### config.mk
export PLATFORM = sky130hd
export DESIGN_NAME = calc1_scoreboard_flat
export DESIGN_NICKNAME = d
export VERILOG_FILES = /design/src/rtl/calc1_pkg.sv /design/src/rtl/calc1_scoreboard_if.sv /design/src/rtl/calc1_sb_port_tracker.sv /design/src/rtl/calc1_scoreboard.sv /design/src/flat_wrapper.sv
export SDC_FILE = /design/constraint.sdc
export NUM_CORES = 1
export LEC_CHECK = 0
export ABC_AREA = 1
export ABC_CLOCK_PERIOD_IN_PS = 4900
export CORE_ASPECT_RATIO = 0.6
export CORE_MARGIN = 3
export CORE_UTILIZATION = 50
export CTS_CLUSTER_SIZE = 20
export DETAILED_ROUTE_END_ITERATION = 6
export DONT_BUFFER_PORTS = 1
export HOLD_SLACK_MARGIN = 0.02
export SYNTH_ARGS = -nofsm -noshare
export SYNTH_HDL_FRONTEND = slang
export SYNTH_SLANG_ARGS = --single-unit
### constraint.sdc
create_clock -name c_clk -period 4.9 [get_ports c_clk]
set_clock_uncertainty 0.05 [all_clocks]
set_input_delay 0.735 -clock c_clk [delete_from_list [all_inputs] [get_ports c_clk]]
set_output_delay 0.735 -clock c_clk [all_outputs]
set_load 0.005 [all_outputs]
### src/rtl/calc1_pkg.sv
`default_nettype none
// +------------------------------------------------------------------------+
// | calc1_pkg                                                              |
// | Shared codes and slice helpers for the calc1 scoreboard.               |
// | Revision: 1.0                                                          |
// +------------------------------------------------------------------------+
package calc1_pkg;

    localparam int CMD_W  = 4;
    localparam int RESP_W = 2;

    typedef enum logic [3:0] {
        CMD_NONE = 4'd0,
        CMD_ADD  = 4'd1,
        CMD_SUB  = 4'd2,
        CMD_SHL  = 4'd5,
        CMD_SHR  = 4'd6
    } cmd_e;

    typedef enum logic [1:0] {
        RESP_NONE     = 2'd0,
        RESP_OK       = 2'd1,
        RESP_OVERFLOW = 2'd2,
        RESP_INVALID  = 2'd3
    } resp_e;

    typedef enum logic [1:0] {
        VIOL_NONE       = 2'd0,
        VIOL_UNEXPECTED = 2'd1,
        VIOL_OVERFLOW   = 2'd2,
        VIOL_TIMEOUT    = 2'd3
    } viol_e;

    // Bit positions inside a per-port violation request vector.
    localparam int VREQ_UNEXPECTED = 0;
    localparam int VREQ_OVERFLOW   = 1;
    localparam int VREQ_TIMEOUT    = 2;

    function automatic int slice_lo(input int idx, input int width);
        return idx * width;
    endfunction

endpackage
`default_nettype wire

### src/rtl/calc1_scoreboard_if.sv
`default_nettype none
// +------------------------------------------------------------------------+
// | calc1_scoreboard_if                                                    |
// | Snooped command/response bus seen by the calc1 scoreboard.             |
// | Revision: 1.0                                                          |
// +------------------------------------------------------------------------+
interface calc1_scoreboard_if #(
    parameter int NPORTS = 4
);
    logic [4*NPORTS-1:0] req_cmd_in;
    logic [2*NPORTS-1:0] out_resp;

    modport master (
        output req_cmd_in,
        output out_resp
    );

    modport slave (
        input req_cmd_in,
        input out_resp
    );
endinterface
`default_nettype wire

### src/rtl/calc1_sb_port_tracker.sv
`default_nettype none
// +------------------------------------------------------------------------+
// | calc1_sb_port_tracker                                                  |
// | One port: issue-timestamp FIFO, counters, worst latency, violations.   |
// | Revision: 1.0                                                          |
// +------------------------------------------------------------------------+
module calc1_sb_port_tracker
    import calc1_pkg::*;
#(
    parameter int DEPTH   = 4,
    parameter int TS_W    = 16,
    parameter int CNT_W   = 16,
    parameter int TIMEOUT = 64
) (
    input  wire logic             clk,
    input  wire logic             rst_n,
    input  wire logic             clr,
    input  wire logic [3:0]       cmd,
    input  wire logic [1:0]       resp,
    input  wire logic [TS_W-1:0]  now,
    output logic      [CNT_W-1:0] issued_cnt,
    output logic      [CNT_W-1:0] done_cnt,
    output logic      [CNT_W-1:0] err_cnt,
    output logic      [TS_W-1:0]  max_lat,
    output logic      [2:0]       viol_req
);

    localparam int c_PTR_W = $clog2(DEPTH);

    logic [TS_W-1:0]  r_mem [DEPTH];
    logic [c_PTR_W:0] r_wr_ptr;
    logic [c_PTR_W:0] r_rd_ptr;
    logic             r_reported;
    logic [CNT_W-1:0] r_issued_cnt;
    logic [CNT_W-1:0] r_done_cnt;
    logic [CNT_W-1:0] r_err_cnt;
    logic [TS_W-1:0]  r_max_lat;

    logic             w_cmd_v;
    logic             w_resp_v;
    logic             w_err_code;
    logic             w_empty;
    logic             w_full;
    logic             w_pop;
    logic             w_push;
    logic [TS_W-1:0]  w_head;
    logic [TS_W-1:0]  w_age;
    logic             w_timeout;

    assign w_cmd_v    = (cmd != CMD_NONE);
    assign w_resp_v   = (resp != RESP_NONE);
    assign w_err_code = (resp == RESP_OVERFLOW) || (resp == RESP_INVALID);

    assign w_empty = (r_wr_ptr == r_rd_ptr);
    assign w_full  = (r_wr_ptr[c_PTR_W] != r_rd_ptr[c_PTR_W]) &&
                     (r_wr_ptr[c_PTR_W-1:0] == r_rd_ptr[c_PTR_W-1:0]);

    // Pop is resolved first so a response frees a slot for a same-cycle issue.
    assign w_pop  = w_resp_v && !w_empty;
    assign w_push = w_cmd_v && (!w_full || w_pop);

    assign w_head    = r_mem[r_rd_ptr[c_PTR_W-1:0]];
    assign w_age     = now - w_head;
    assign w_timeout = !w_empty && !r_reported && (w_age >= TS_W'(TIMEOUT));

    always_comb begin
        viol_req                  = '0;
        viol_req[VREQ_UNEXPECTED] = w_resp_v && w_empty;
        viol_req[VREQ_OVERFLOW]   = w_cmd_v && w_full && !w_pop;
        viol_req[VREQ_TIMEOUT]    = w_timeout;
    end

    always_ff @(posedge clk) begin
        if (w_push) begin
            r_mem[r_wr_ptr[c_PTR_W-1:0]] <= now;
        end
    end

    always_ff @(posedge clk or negedge rst_n) begin
        if (!rst_n) begin
            r_wr_ptr     <= '0;
            r_rd_ptr     <= '0;
            r_reported   <= 1'b0;
            r_issued_cnt <= '0;
            r_done_cnt   <= '0;
            r_err_cnt    <= '0;
            r_max_lat    <= '0;
        end else begin
            if (w_push) begin
                r_wr_ptr <= r_wr_ptr + 1'b1;
            end
            if (w_pop) begin
                r_rd_ptr <= r_rd_ptr + 1'b1;
            end

            // The reported flag belongs to the current head entry only.
            if (w_pop) begin
                r_reported <= 1'b0;
            end else if (w_timeout) begin
                r_reported <= 1'b1;
            end

            if (clr) begin
                r_issued_cnt <= '0;
                r_done_cnt   <= '0;
                r_err_cnt    <= '0;
                r_max_lat    <= '0;
            end else begin
                if (w_cmd_v && !(&r_issued_cnt)) begin
                    r_issued_cnt <= r_issued_cnt + 1'b1;
                end
                if (w_pop) begin
                    if (!(&r_done_cnt)) begin
                        r_done_cnt <= r_done_cnt + 1'b1;
                    end
                    if (w_err_code && !(&r_err_cnt)) begin
                        r_err_cnt <= r_err_cnt + 1'b1;
                    end
                    if (w_age > r_max_lat) begin
                        r_max_lat <= w_age;
                    end
                end
            end
        end
    end

    assign issued_cnt = r_issued_cnt;
    assign done_cnt   = r_done_cnt;
    assign err_cnt    = r_err_cnt;
    assign max_lat    = r_max_lat;

endmodule
`default_nettype wire

### src/rtl/calc1_scoreboard.sv
`default_nettype none
// +------------------------------------------------------------------------+
// | calc1_scoreboard                                                       |
// | Passive scoreboard: per-port latency/outstanding tracking + violations.|
// | Revision: 1.0                                                          |
// +------------------------------------------------------------------------+
module calc1_scoreboard
    import calc1_pkg::*;
#(
    parameter int NPORTS  = 4,
    parameter int DEPTH   = 4,
    parameter int TS_W    = 16,
    parameter int CNT_W   = 16,
    parameter int TIMEOUT = 64
) (
    input  wire logic                    c_clk,
    input  wire logic                    reset,
    calc1_scoreboard_if.slave            bus,
    input  wire logic                    clr,
    output logic [CNT_W*NPORTS-1:0]      issued_cnt,
    output logic [CNT_W*NPORTS-1:0]      done_cnt,
    output logic [CNT_W*NPORTS-1:0]      err_cnt,
    output logic [TS_W*NPORTS-1:0]       max_lat,
    output logic                         violation,
    output logic [1:0]                   viol_code,
    output logic [1:0]                   viol_port
);

    logic [TS_W-1:0]         r_ts;
    logic [NPORTS-1:0][2:0]  w_viol_req;

    logic                    w_hit;
    viol_e                   w_hit_code;
    logic [1:0]              w_hit_port;

    logic                    r_violation;
    logic [1:0]              r_viol_code;
    logic [1:0]              r_viol_port;

    always_ff @(posedge c_clk or negedge reset) begin
        if (!reset) begin
            r_ts <= '0;
        end else begin
            r_ts <= r_ts + 1'b1;
        end
    end

    generate
        for (genvar p = 0; p < NPORTS; p++) begin : g_port
            calc1_sb_port_tracker #(
                .DEPTH   (DEPTH),
                .TS_W    (TS_W),
                .CNT_W   (CNT_W),
                .TIMEOUT (TIMEOUT)
            ) u_tracker (
                .clk        (c_clk),
                .rst_n      (reset),
                .clr        (clr),
                .cmd        (bus.req_cmd_in[slice_lo(p, CMD_W) +: CMD_W]),
                .resp       (bus.out_resp[slice_lo(p, RESP_W) +: RESP_W]),
                .now        (r_ts),
                .issued_cnt (issued_cnt[slice_lo(p, CNT_W) +: CNT_W]),
                .done_cnt   (done_cnt[slice_lo(p, CNT_W) +: CNT_W]),
                .err_cnt    (err_cnt[slice_lo(p, CNT_W) +: CNT_W]),
                .max_lat    (max_lat[slice_lo(p, TS_W) +: TS_W]),
                .viol_req   (w_viol_req[p])
            );
        end
    endgenerate

    // Lowest port wins; within a port the code order is unexpected, overflow, timeout.
    always_comb begin
        w_hit      = 1'b0;
        w_hit_code = VIOL_NONE;
        w_hit_port = '0;
        for (int p = 0; p < NPORTS; p++) begin
            if (!w_hit) begin
                if (w_viol_req[p][VREQ_UNEXPECTED]) begin
                    w_hit      = 1'b1;
                    w_hit_code = VIOL_UNEXPECTED;
                    w_hit_port = 2'(p);
                end else if (w_viol_req[p][VREQ_OVERFLOW]) begin
                    w_hit      = 1'b1;
                    w_hit_code = VIOL_OVERFLOW;
                    w_hit_port = 2'(p);
                end else if (w_viol_req[p][VREQ_TIMEOUT]) begin
                    w_hit      = 1'b1;
                    w_hit_code = VIOL_TIMEOUT;
                    w_hit_port = 2'(p);
                end
            end
        end
    end

    always_ff @(posedge c_clk or negedge reset) begin
        if (!reset) begin
            r_violation <= 1'b0;
            r_viol_code <= VIOL_NONE;
            r_viol_port <= '0;
        end else if (clr) begin
            r_violation <= 1'b0;
            r_viol_code <= VIOL_NONE;
            r_viol_port <= '0;
        end else if (!r_violation && w_hit) begin
            r_violation <= 1'b1;
            r_viol_code <= w_hit_code;
            r_viol_port <= w_hit_port;
        end
    end

    assign violation = r_violation;
    assign viol_code = r_viol_code;
    assign viol_port = r_viol_port;

endmodule
`default_nettype wire

### src/flat_wrapper.sv
// flat-port wrapper written by rule: the top's interface ports become plain ports
module calc1_scoreboard_flat import calc1_pkg::*;
#(
    parameter int NPORTS  = 4,
    parameter int DEPTH   = 4,
    parameter int TS_W    = 16,
    parameter int CNT_W   = 16,
    parameter int TIMEOUT = 64
)
  (c_clk, reset, clr, issued_cnt, done_cnt, err_cnt, max_lat, violation, viol_code, viol_port, bus_req_cmd_in, bus_out_resp);
  calc1_scoreboard_if #(.NPORTS(NPORTS)) bus_i ();
  input  wire logic c_clk;
  input  wire logic reset;
  input  wire logic clr;
  output logic [CNT_W*NPORTS-1:0] issued_cnt;
  output logic [CNT_W*NPORTS-1:0] done_cnt;
  output logic [CNT_W*NPORTS-1:0] err_cnt;
  output logic [TS_W*NPORTS-1:0] max_lat;
  output logic violation;
  output logic [1:0] viol_code;
  output logic [1:0] viol_port;
  input wire logic [$bits(bus_i.req_cmd_in)-1:0] bus_req_cmd_in;
  input wire logic [$bits(bus_i.out_resp)-1:0] bus_out_resp;
  assign bus_i.req_cmd_in = bus_req_cmd_in;
  assign bus_i.out_resp = bus_out_resp;
  calc1_scoreboard #(.NPORTS(NPORTS), .DEPTH(DEPTH), .TS_W(TS_W), .CNT_W(CNT_W), .TIMEOUT(TIMEOUT)) u_core (.c_clk(c_clk), .reset(reset), .bus(bus_i), .clr(clr), .issued_cnt(issued_cnt), .done_cnt(done_cnt), .err_cnt(err_cnt), .max_lat(max_lat), .violation(violation), .viol_code(viol_code), .viol_port(viol_port));
endmodule
# == After elaboration in Yosys (flattened, before gate mapping) ==
# Memories as Yosys holds them, arrays and structs flattened.
# Cells that the tools add are included.
# word_totals
ff_bits,305
mem_bits_rw,256
inputBits,27
output_inout_bits,261
word_cells,328
mem_count,4
# classes
n_addsub,25
magnitude_cmp,8
eq_ne,24
n_mux,108
reduce_logical,127
# mem_list
memory,depth,width,rd,rd_ports_with_merged_regs,wr,line,rtl
u_core.g_port[0].u_tracker.r_mem,4,16,1,0,1,calc1_sb_port_tracker.sv:30,logic [TS_W-1:0] r_mem [DEPTH];
u_core.g_port[1].u_tracker.r_mem,4,16,1,0,1,calc1_sb_port_tracker.sv:30,
u_core.g_port[2].u_tracker.r_mem,4,16,1,0,1,calc1_sb_port_tracker.sv:30,
u_core.g_port[3].u_tracker.r_mem,4,16,1,0,1,calc1_sb_port_tracker.sv:30,
# op_table
cell,count
2-to-1 mux 16 bit,44
"adder 16 x 1 -> 16 bit, second input constant",13
AND reduction 16 bit,12
">= comparator 16 x 7 -> 1 bit, second input constant",4
> comparator 16 bit,4
subtractor 16 bit,4
2-to-1 mux 2 bit,30
nonzero test 2 bit,25
logical AND 1 bit,41
2-to-1 mux 1 bit,34
zero test 1 bit,25
"adder 3 x 1 -> 3 bit, second input constant",8
AND reduction 2 bit,12
"equality test 2 bit, second input constant",8
nonzero test 4 bit,4
equality test 3 bit,4
equality test 2 bit,4
logical OR 1 bit,8
"inequality test 2 bit, second input constant",4
inequality test 1 bit,4

# == Logic depth before layout (Yosys ltp) ==
# Gate-level depths: netlist (run 1).
# depth
depth_word,21
mapped_depth,29

# == Hierarchy ==
# Synthesis (run 1) repeated with hierarchy kept, for this count alone.
# hier_totals
hier_cells,3451
area_unflattened_um2,31147.4
# modules_own_cells
mod,n_inst,cells_each,area_each_um2
calc1_sb_port_tracker at u_core.g_port[0].u_tracker ...,2,830,7522.2
calc1_sb_port_tracker at u_core.g_port[3].u_tracker,1,831,7516.0
calc1_sb_port_tracker at u_core.g_port[1].u_tracker,1,832,7423.4
calc1_scoreboard,1,128,1163.6

# == Worst setup path after synthesis (run 1) ==
# Ideal clock, no wire load.
# synth_timing
path_type,reg2reg
startpoint,reg u_core.g_port[3].u_tracker.r_rd_ptr[0]
endpoint,reg u_core.g_port[3].u_tracker.r_max_lat[0]
setup_time_ns,0.083
t_arrival_ns,3.836
required_ns,4.767
path_slack_ns,0.931
path_stages_with_launch,27
n_path_buf,2
period_less_slack_ns,3.969
path_cell_list,dfrtp_1 > buf_4 > inv_1 > buf_1 > o21ai_0 > o22ai_1 > ha_1 > inv_1 > fa_1 > nand2_1 > nand3_1 > nand3_1 > nand2_1 > nand3_1 > nand3b_1 > nand2_1 > inv_1 > ha_1 > nand2_1 > inv_1 > nand3_1 > a31o_2 > o2111ai_1 > nand2_1 > nor2_1 > inv_1 > o21ai_0
# synth_between
elab_chain_len,5
# synth_lines
element,line,rtl
start: declaration,calc1_sb_port_tracker.sv:32,logic [c_PTR_W:0] r_rd_ptr;
start signal: assignment,calc1_sb_port_tracker.sv:93,r_rd_ptr <= r_rd_ptr + 1'b1;
memory (4 x 16 bit) / equality test 3 bit (equally long branches),--,
subtractor 16 bit / zero test 1 bit (equally long branches),"calc1_sb_port_tracker.sv:63, calc1_sb_port_tracker.sv:59",
> comparator 16 bit (tied with other cells),calc1_sb_port_tracker.sv:119,if (w_age > r_max_lat) begin
nonzero test 2 bit (no source line) / 2-to-1 mux 16 bit (equally long branches),--,
AND reduction 2 bit (no source line) / 2-to-1 mux 16 bit (equally long branches),--,
end signal: assignment,calc1_sb_port_tracker.sv:120,r_max_lat <= w_age;
end: declaration,calc1_sb_port_tracker.sv:37,logic [TS_W-1:0] r_max_lat;
# Several ways; a longest one is shown, not always the timed one. The select of a mux whose other input is x is not followed.
# A chain may end at the register's enable or synchronous reset.

# == Worst setup path after layout (run 1) ==
# layout_timing
startpoint,reg u_core.g_port[1].u_tracker.r_rd_ptr[1]
endpoint,reg u_core.g_port[1].u_tracker.r_max_lat[7]
# layout_between
elab_chain_len,5
# layout_lines
element,line
start: declaration,calc1_sb_port_tracker.sv:32
start signal: assignment,calc1_sb_port_tracker.sv:93
memory (4 x 16 bit) / equality test 3 bit (equally long branches),--
subtractor 16 bit / zero test 1 bit (equally long branches),"calc1_sb_port_tracker.sv:63, calc1_sb_port_tracker.sv:59"
> comparator 16 bit (tied with other cells),calc1_sb_port_tracker.sv:119
nonzero test 2 bit (no source line) / 2-to-1 mux 16 bit (equally long branches),--
AND reduction 2 bit (no source line) / 2-to-1 mux 16 bit (equally long branches),--
end signal: assignment,calc1_sb_port_tracker.sv:120
end: declaration,calc1_sb_port_tracker.sv:37
# Several ways; a longest one is shown, not always the timed one. The select of a mux whose other input is x is not followed.

==> metrics.yaml, run 1 <==
status: "finished with violations"
violations: "negative hold slack"
drt_iter0_markers: 2424
drc: 0
routed_via_density: 5.57
dr_total_vias: 23123
antenna_found_initial: 2
cp-end-kind: "register"
switching_share_pct: 42.5
synth_top_family_by_area: "simple AND/OR/NAND/NOR gates"
syn_avg_cell_area_um2: 8.95
synth_top_area_share_pct: 26.0
p_comb_share_pct: 46.4
diodes: 0
grt_pass1_vias: 21423
coreArea_um2: 57900
initial_core_util_pct: 51.0
syn_nets: 3488
p_leak_uw: 0.0142
async_reset_ff_share_pct: 54.4
wire_per_inst_um: 19.0
synth_area_leaders: "edfxtp_1 26%, dfrtp_1 26%, nand2_1 9.6%, ha_1 6.7%, inv_1 5.8%"
syn_inst: 3299
ir_worst_vdd_v: 0.000343
die_w_um: 320
cts_sinks: 561
grt_max_degree: 306
cts_buffers: 55
synth-compound-area-share_pct: 11.9
cts_resized: 0
final_antenna_net_count: 0
final_cells: 4151
dr.pass1.iters: 5
fmax_mhz: 222
gp_congestion: 0.945
cts_root_buf: "clkbuf_16"
setup-tns-final_ns: 0
yosysSeqAreaShare_pct: 51.9
critPathSlowestCell: "dfrtp_1"
die-area_um2: 62100
power_density_nw_per_um2: 636
required_ns: 5.34
finalWirelength_um: 79000
hold_viol_final: 305
total_power_uw: 20600
grt_usage_pct: 25.2
cts_tree: "built"
overflow: 0
holdWs_ns: -0.252
worst_pin_slew_ns: 1.08
setup_viol_count_final: 0
clk_path_buf_depth: 3
max_stage_delay_ns: 0.43
yosys.area_share.xor_xnor_pct: 2.02
timing.final.crit_period_ns: 4.51
maxSlewViolCount: 0
cts_setup_buffers: 0
clk_pin_slew_ns: 0.07
syn_to_final_growth_pct: 9.79
pwr-share-seq_pct: 33.0
relSlewSlack_pct: 27.6
synth-main-ff-cell: "dfrtp_1"
place_inst: 4048
path_max_fanout: 23
drive_gt1_share_pct: 6.95
clock_latency_ns: 0.63
crit_chain: "inv_1 > buf_4 > a21oi_1 > a32o_1 > ha_1 > nand2_2 > nor2_1 > and2_1 > nand2_1 > nand2_1 > nand2_1 > nand2_2 > inv_1 > ha_1 > nand4_1 > nor3_1 > nand2_1 > a221o_1 > nand2_1 > o21ai_0"
rsz0062_at_grt: "no"
fillers: 5121
synth-edff-count: 256
grt_pass1_wl_um: 124000
yosys.cell_types.count: 64
nets: 3524
cp.arrival_ns: 4.96
hpwl_um: 57200
syn_area_um2: 29500
hp-class: "in -> async"
cts_max_level: 2
cpMostUsedCell: "nand2_1"
p_switching_uw: 8770
synth.area.mux_share_pct: 0
internal_power_uw: 11900
yosys.area_share.simple_pct: 20.3
placementRows: 68
crit_type: "reg -> reg"
io_buffers: 0
die_height_um: 194
maxCapViolations: 0
synth_fa_ha_area_share_pct: 6.96
ioPinCount: 288
cp-start-kind: "register"
synth_area_leader_cell: "edfxtp_1"
period_share_pct: 92.1
synth_seq_cells: 561
clkPwrFrac_pct: 20.6
ys_warn_count: 0
[cells in the mapped netlist, types with 3 or more instances]
master and instances:
a21oi_1 254, ha_1 158, inv_2 12, o21a_1 9, a211oi_1 23, and2_1 9
nor4_1 7, a221oi_1 7, o22ai_1 33, nand2_2 25, o221a_2 4, nand3_2 8
xnor2_1 17, nor2_2 10, nand3_1 159, clkinv_1 4, a31oi_1 12, nand2_1 752
nor2_1 243, inv_1 456, and3_1 5, nand4_1 48, edfxtp_1 256, buf_1 11
nor3_2 5, dfrtp_1 305, o221ai_1 4, nor3b_1 3, o21ai_0 161, nor3_1 78
nand3b_1 11, o21ai_1 3, fa_1 4, buf_4 4, o211a_1 3, clkbuf_1 51
xor2_1 51, a32o_1 56
[sequential cells by signal, indices dropped and copies added, names as in the netlist]
signal	cells
u_core.g_port.u_tracker.r_mem	256
u_core.g_port.u_tracker.done_cnt	64
u_core.g_port.u_tracker.err_cnt	64
u_core.g_port.u_tracker.issued_cnt	64
u_core.g_port.u_tracker.max_lat	64
u_core.r_ts	16
u_core.g_port.u_tracker.r_rd_ptr	12
u_core.g_port.u_tracker.r_wr_ptr	12
u_core.g_port.u_tracker.r_reported	4
u_core.viol_code	2
u_core.viol_port	2
u_core.violation	1
[per-stage QoR]
stage	cell area, µm²	worst slack, ns	hold WS, ns	util [%]
global placement	30600	0.574	0.395	52.8
finish	32400	0.386	-0.252	56.0
detailed placement	30600	0.501	0.395	52.8
CTS	32400	0.474	-0.300	56.0
floorplan	29500	0.931	0.389	-
global route	32400	0.0735	-0.280	56.0
[path summary, 6_finish.rpt]
| kind | start | slack, ns | to | cells after the start |
|---|---|---|---|---|
| setup / recovery | u_core.g_port[1].u_tracker.r_rd_ptr[1]$_DFFE_PN0P_ | 0.39 | u_core.g_port[1].u_tracker.max_lat[7]$_DFFE_PN0P_ | 20 |
| hold / removal | reset | -0.25 | u_core.g_port[1].u_tracker.issued_cnt[4]$_DFFE_PN0P_ | 0 |
| setup reg to reg | u_core.g_port[1].u_tracker.r_rd_ptr[1]$_DFFE_PN0P_ | 0.39 | u_core.g_port[1].u_tracker.max_lat[7]$_DFFE_PN0P_ | 20 |
| hold reg to reg | u_core.g_port[1].u_tracker.r_wr_ptr[2]$_DFFE_PN0P_ | 0.44 | u_core.g_port[1].u_tracker.r_wr_ptr[2]$_DFFE_PN0P_ | 1 |
| max in group asynchronous | reset | 4.31 | u_core.g_port[0].u_tracker.max_lat[13]$_DFFE_PN0P_ | 0 |
| min in group c_clk | clr | 0.12 | u_core.g_port[0].u_tracker.issued_cnt[9]$_DFFE_PN0P_ | 1 |
[worst max-delay path: cells and delay by family (launching register included)]
kind	cells	cell delay, ns
flip-flops	1	0.43
AO/OA/AOI/OAI	4	0.82
AND/OR/NAND/NOR	11	1.73
adder cells (fa/ha/maj)	2	0.73
buffers and inverters	3	0.61
[power groups by stage]
stage	registers (µW)	logic, µW	clock network [µW]
after floorplan	6650	7030	0
after global placement	6880	9350	0
after detailed placement	6890	9490	0
after CTS	6810	9540	4360
after global routing	6910	10900	4570
final	6800	9570	4260
[final cells by class]
type	instances	area [µm²]	share of cell area, %
clock buffers	70	1480	4.57
clock inverters	33	324	0.999
inverters	473	1780	5.49
multi-input cells	2196	12200	37.6
flip-flops and latches	561	15300	47.2
well taps	770	963	2.97
repair buffers	48	373	1.15
[metal layers]
| metal | wire, µm | global-route usage [%] |
|---|---|---|
| met2 | 33600 | 36.5 |
| met4 | 2390 | 7.66 |
| met3 | 6250 | 5.92 |
| met1 | 36800 | 37.4 |
| met5 | 13 | 0 |
[cells in the final DEF, fill, tap and decap left out, types with 22 or more instances in the layout]
cell type / count
nor3_1: 78
o22ai_1: 33
xor2_1: 51
nor2_2: 22
a21oi_1: 254
clkbuf_16: 55
nand2_2: 25
edfxtp_1: 256
a211oi_1: 23
ha_1: 158
nand2_1: 752
dfrtp_1: 305
buf_4: 47
o21ai_0: 161
nor2_1: 231
nand4_1: 48
inv_1: 456
nand3_1: 159
a32o_1: 56
[cells by family (layout without fill, tap and decap cells)]
logic type | after synthesis | count (layout)
xor+xnor | 68 | 68
compound gates | 587 | 587
simple gates | 1379 | 1379
fa+ha+maj | 162 | 162
buf+inv | 542 | 624
flops | 561 | 561
Note: power is estimated with default switching activity, not from simulation.
==> run 2, diff against run 1 <==
--- a/config.mk
+++ b/config.mk
@@ -16,4 +16,5 @@
 export HOLD_SLACK_MARGIN = 0.02
 export SYNTH_ARGS = -nofsm -noshare
 export SYNTH_HDL_FRONTEND = slang
+export SYNTH_HIERARCHICAL = 1
 export SYNTH_SLANG_ARGS = --single-unit
==> run 2 against run 1 <==
Compared with the run above: the run still ends with negative hold slack left; setup slack better by 0.10 ns; critical endpoint is now u_core/viol_code[0]$_DFFE_PN0P_; combinational power increased by 7%; utilization decreased by 0.83 points; global-route usage fell by 1.9 points.
==> metrics.yaml, run 2 <==
overflow: 0  # unchanged
synth_area_leaders: "edfxtp_1 25%, dfrtp_1 25%, nand2_1 8.7%, ha_1 6.3%, inv_1 5.3%"  # was edfxtp_1 26%, dfrtp_1 26%, nand2_1 9.6%, ha_1 6.7%, inv_1 5.8%
syn_to_final_growth_pct: 8.52  # was 9.79%
syn_avg_cell_area_um2: 9.03  # was 8.95 µm²
utilization_pct: 55.1  # was 56.0%
finalWirelength_um: 77300  # was 79,000 µm
wl_met3_um: 5580  # was 6250 µm
violations: "negative hold slack"  # unchanged
power_density_nw_per_um2: 631  # was 636 nW/µm²
hpwl_um: 54700  # was 57,200 µm
period_share_pct: 90.0  # was 92.1%
setup-tns-final_ns: 0  # unchanged
grt_max_degree: 306  # unchanged
cts_buffers: 54  # was 55
holdWs_ns: -0.228  # was -0.252 ns
io_buffers: 0  # unchanged
nets: 3644  # was 3,524
dr_total_vias: 24098  # was 23,123
fillers: 5509  # was 5,121
synth_fa_ha_area_share_pct: 6.56  # was 6.96%
largest_register_ff_count: 256  # unchanged
yosys.cell_types.count: 67  # was 64
initial_core_util_pct: 50.8  # was 51.0%
path_max_fanout: 30  # was 23
cts_setup_buffers: 0  # unchanged
hold_viol_final: 305  # unchanged
die_height_um: 199  # was 194 µm
grt_usage_pct: 23.2  # was 25.2%
die_w_um: 328  # was 320 µm
crit_start: "u_core/g_port[1].u_tracker/r_rd_ptr[0]$_DFFE_PN0P_"  # was u_core.g_port[1].u_tracker.r_rd_ptr[1]$_DFFE_PN0P_
final_antenna_net_count: 0  # unchanged
antenna_found_initial: 0  # was 2
wire_per_inst_um: 17.9  # was 19.0 µm
clk_pin_slew_ns: 0.06  # was 0.07 ns
gp_congestion: 0.903  # was 0.945
synth_top_family_by_area: "simple AND/OR/NAND/NOR gates"  # unchanged
yosys.area_share.xor_xnor_pct: 2.53  # was 2.02%
crit_type: "reg -> reg"  # unchanged
drt_iter0_markers: 2045  # was 2,424
hp-class: "in -> async"  # unchanged
mostFrequentLayoutCell: "nand2_1"  # unchanged
layout_common_cells: "723 x nand2_1, 440 x inv_1, 305 x dfrtp_1"  # was 752 x nand2_1, 456 x inv_1, 305 x dfrtp_1
grt_pass1_wl_um: 124000  # about the same
cts_sinks: 561  # unchanged
synth-edff-count: 256  # unchanged
synth_area_leader_cell: "edfxtp_1"  # unchanged
synth_seq_cells: 561  # unchanged
cts_tree: "built"  # unchanged
grt_pass1_vias: 22919  # was 21,423
syn_nets: 3639  # was 3,488
cp-start-kind: "register"  # unchanged
cp-end-kind: "register"  # unchanged
setup_viol_count_final: 0  # unchanged
reg2reg_depth: 24  # was 20
required_ns: 5.40  # was 5.34 ns
m1WireLength_um: 37800  # was 36,800 µm
timing.rr.end: "u_core/viol_code[0]$_DFFE_PN0P_"  # was u_core.g_port[1].u_tracker.max_lat[7]$_DFFE_PN0P_
die-area_um2: 65400  # was 62,100 µm²
relSlewSlack_pct: 26.0  # was 27.6%
status: "finished with violations"  # unchanged
maxCapViolations: 0  # unchanged
cts_root_buf: "clkbuf_16"  # unchanged
synth-main-ff-cell: "dfrtp_1"  # unchanged
ys_warn_count: 6  # was 0
yosys.area_share.simple_pct: 23.3  # was 20.3%
diodes: 0  # unchanged
routed_via_density: 5.57  # about the same
regToRegSetupSlack_ns: 0.49  # was 0.39 ns
synth.area.mux_share_pct: 0  # unchanged
cts_max_level: 2  # unchanged
dr_wl_met2_um: 32700  # was 33,600 µm
timing.final.crit_period_ns: 4.41  # was 4.51 ns
yosysMostFrequentCell: "nand2_1"  # unchanged
coreArea_um2: 61300  # was 57,900 µm²
place_inst: 4228  # was 4,048
drc: 0  # unchanged
syn_inst: 3451  # was 3,299
placementRows: 70  # was 68
worst_pin_slew_ns: 1.11  # was 1.08 ns
routed.top_layer: "met4"  # was met5
clk_path_buf_depth: 3  # unchanged
reg2reg_from: "u_core/g_port[1].u_tracker/r_rd_ptr[0]$_DFFE_PN0P_"  # was u_core.g_port[1].u_tracker.r_rd_ptr[1]$_DFFE_PN0P_
clock_latency_ns: 0.62  # was 0.63 ns
syn_area_um2: 31100  # was 29,500 µm²
synth-compound-area-share_pct: 11.0  # was 11.9%
yosysSeqAreaShare_pct: 49.2  # was 51.9%
async_reset_ff_share_pct: 54.4  # unchanged
drive_gt1_share_pct: 9.80  # was 6.95%
synth_top_area_share_pct: 24.7  # was 26.0%
endpoint: "u_core/viol_code[0]$_DFFE_PN0P_"  # was u_core.g_port[1].u_tracker.max_lat[7]$_DFFE_PN0P_
ioPinCount: 288  # unchanged
synth_common_cells: "723 x nand2_1, 440 x inv_1, 305 x dfrtp_1, 256 x edfxtp_1, 256 x nor2_1"  # was 752 x nand2_1, 456 x inv_1, 305 x dfrtp_1, 256 x edfxtp_1, 254 x a21oi_1
fmax_mhz: 227  # was 222 MHz
final_cells: 4328  # was 4,151
rsz0062_at_grt: "no"  # unchanged
dr.pass1.iters: 6  # was 5
cp.arrival_ns: 4.91  # was 4.96 ns
maxSlewViolCount: 0  # unchanged
p_leak_uw: 0.0147  # was 0.0142 µW
ir_worst_vdd_v: 0.000341  # was 0.000343 V
## run 2: through the flow
step / area [µm²] / setup WS [ns] / total power (µW)
floorplan: 31100 / 1.06 / 14700
global placement: 31900 / 0.525 / 16700
detailed placement: 31900 / 0.326 / 17000
CTS: 33800 / 0.289 / 21500
global route: 33800 / 0.0117 / 23200
finish: 33800 / 0.488 / 21300
## run 2: how the worst min path moves through the flow
stage,to,depth (start not counted)
final,u_core/g_port[3].u_tracker/issued_cnt[7]$_DFFE_PN0P_,0
after global routing,u_core/g_port[3].u_tracker/issued_cnt[9]$_DFFE_PN0P_,0
after CTS,u_core/g_port[3].u_tracker/issued_cnt[7]$_DFFE_PN0P_,0
after detailed placement,u_core/g_port[3].u_tracker/issued_cnt[9]$_DFFE_PN0P_,0
after global placement,u_core/g_port[3].u_tracker/issued_cnt[9]$_DFFE_PN0P_,0
after floorplan,u_core/g_port[0].u_tracker/done_cnt[0]$_DFFE_PN0P_,0
## run 2: repair_timing
item / 4_1_cts / 5_1_grt
endpoints found under the setup margin: 0 / 21
resized for setup: 0 / 5
hold endpoints to repair: 305 / 305
## run 2: cell families after synthesis
family | count (synthesis)
AOI/OAI and AO/OA | 551
buffers and inverters | 560
xor gates and xnor gates | 89
and+or+nand+nor | 1529
DFF | 561
adders and majority gates | 161
## run 2: final cells by class
class                           instances  area (µm²)  area share (%)
Sequential cell                       561       15300            45.3
Tap cell                              828        1040            3.06
Multi-Input combinational cell       2330       13500            40.1
Clock inverter                         19         245           0.726
Timing Repair Buffer                   37         289           0.855
Inverter                              472        1780            5.27
Clock buffer                           81        1590            4.70
## run 2: metal layers
layer | up-vias | track usage (%)
met2 | 679 | 34.4
met3 | 95 | 4.56
met5 | - | 0
li1 | 11743 | -
met4 | 0 | 5.15
met1 | 11581 | 35.3
## run 2: worst max-delay path, cell delays in order (launching register included)
cell and delay (ns):
dfrtp_1 0.47, buf_4 0.38, nand2_1 0.08, a32o_1 0.29
ha_1 0.36, a21oi_1 0.19, nand2_1 0.16, a21oi_1 0.26
or2_2 0.18, nand3_1 0.08, nand2_1 0.12, nand2_1 0.06
nor2_1 0.11, nand3_1 0.21, nand2_1 0.20, inv_1 0.08
inv_1 0.07, nand3_1 0.22, nor2_4 0.21, nand2_1 0.11
inv_2 0.08, o21ai_0 0.09, nand2_1 0.11, nand3_1 0.08
nand2_1 0.07
## run 2: report_power, final
part           internal [µW]  switching [µW]  leakage, µW  total, µW
Clock                   2550            1820     0.000891       4370
Combinational           3400            6770      0.00720      10200
Sequential              6190             611      0.00662       6800
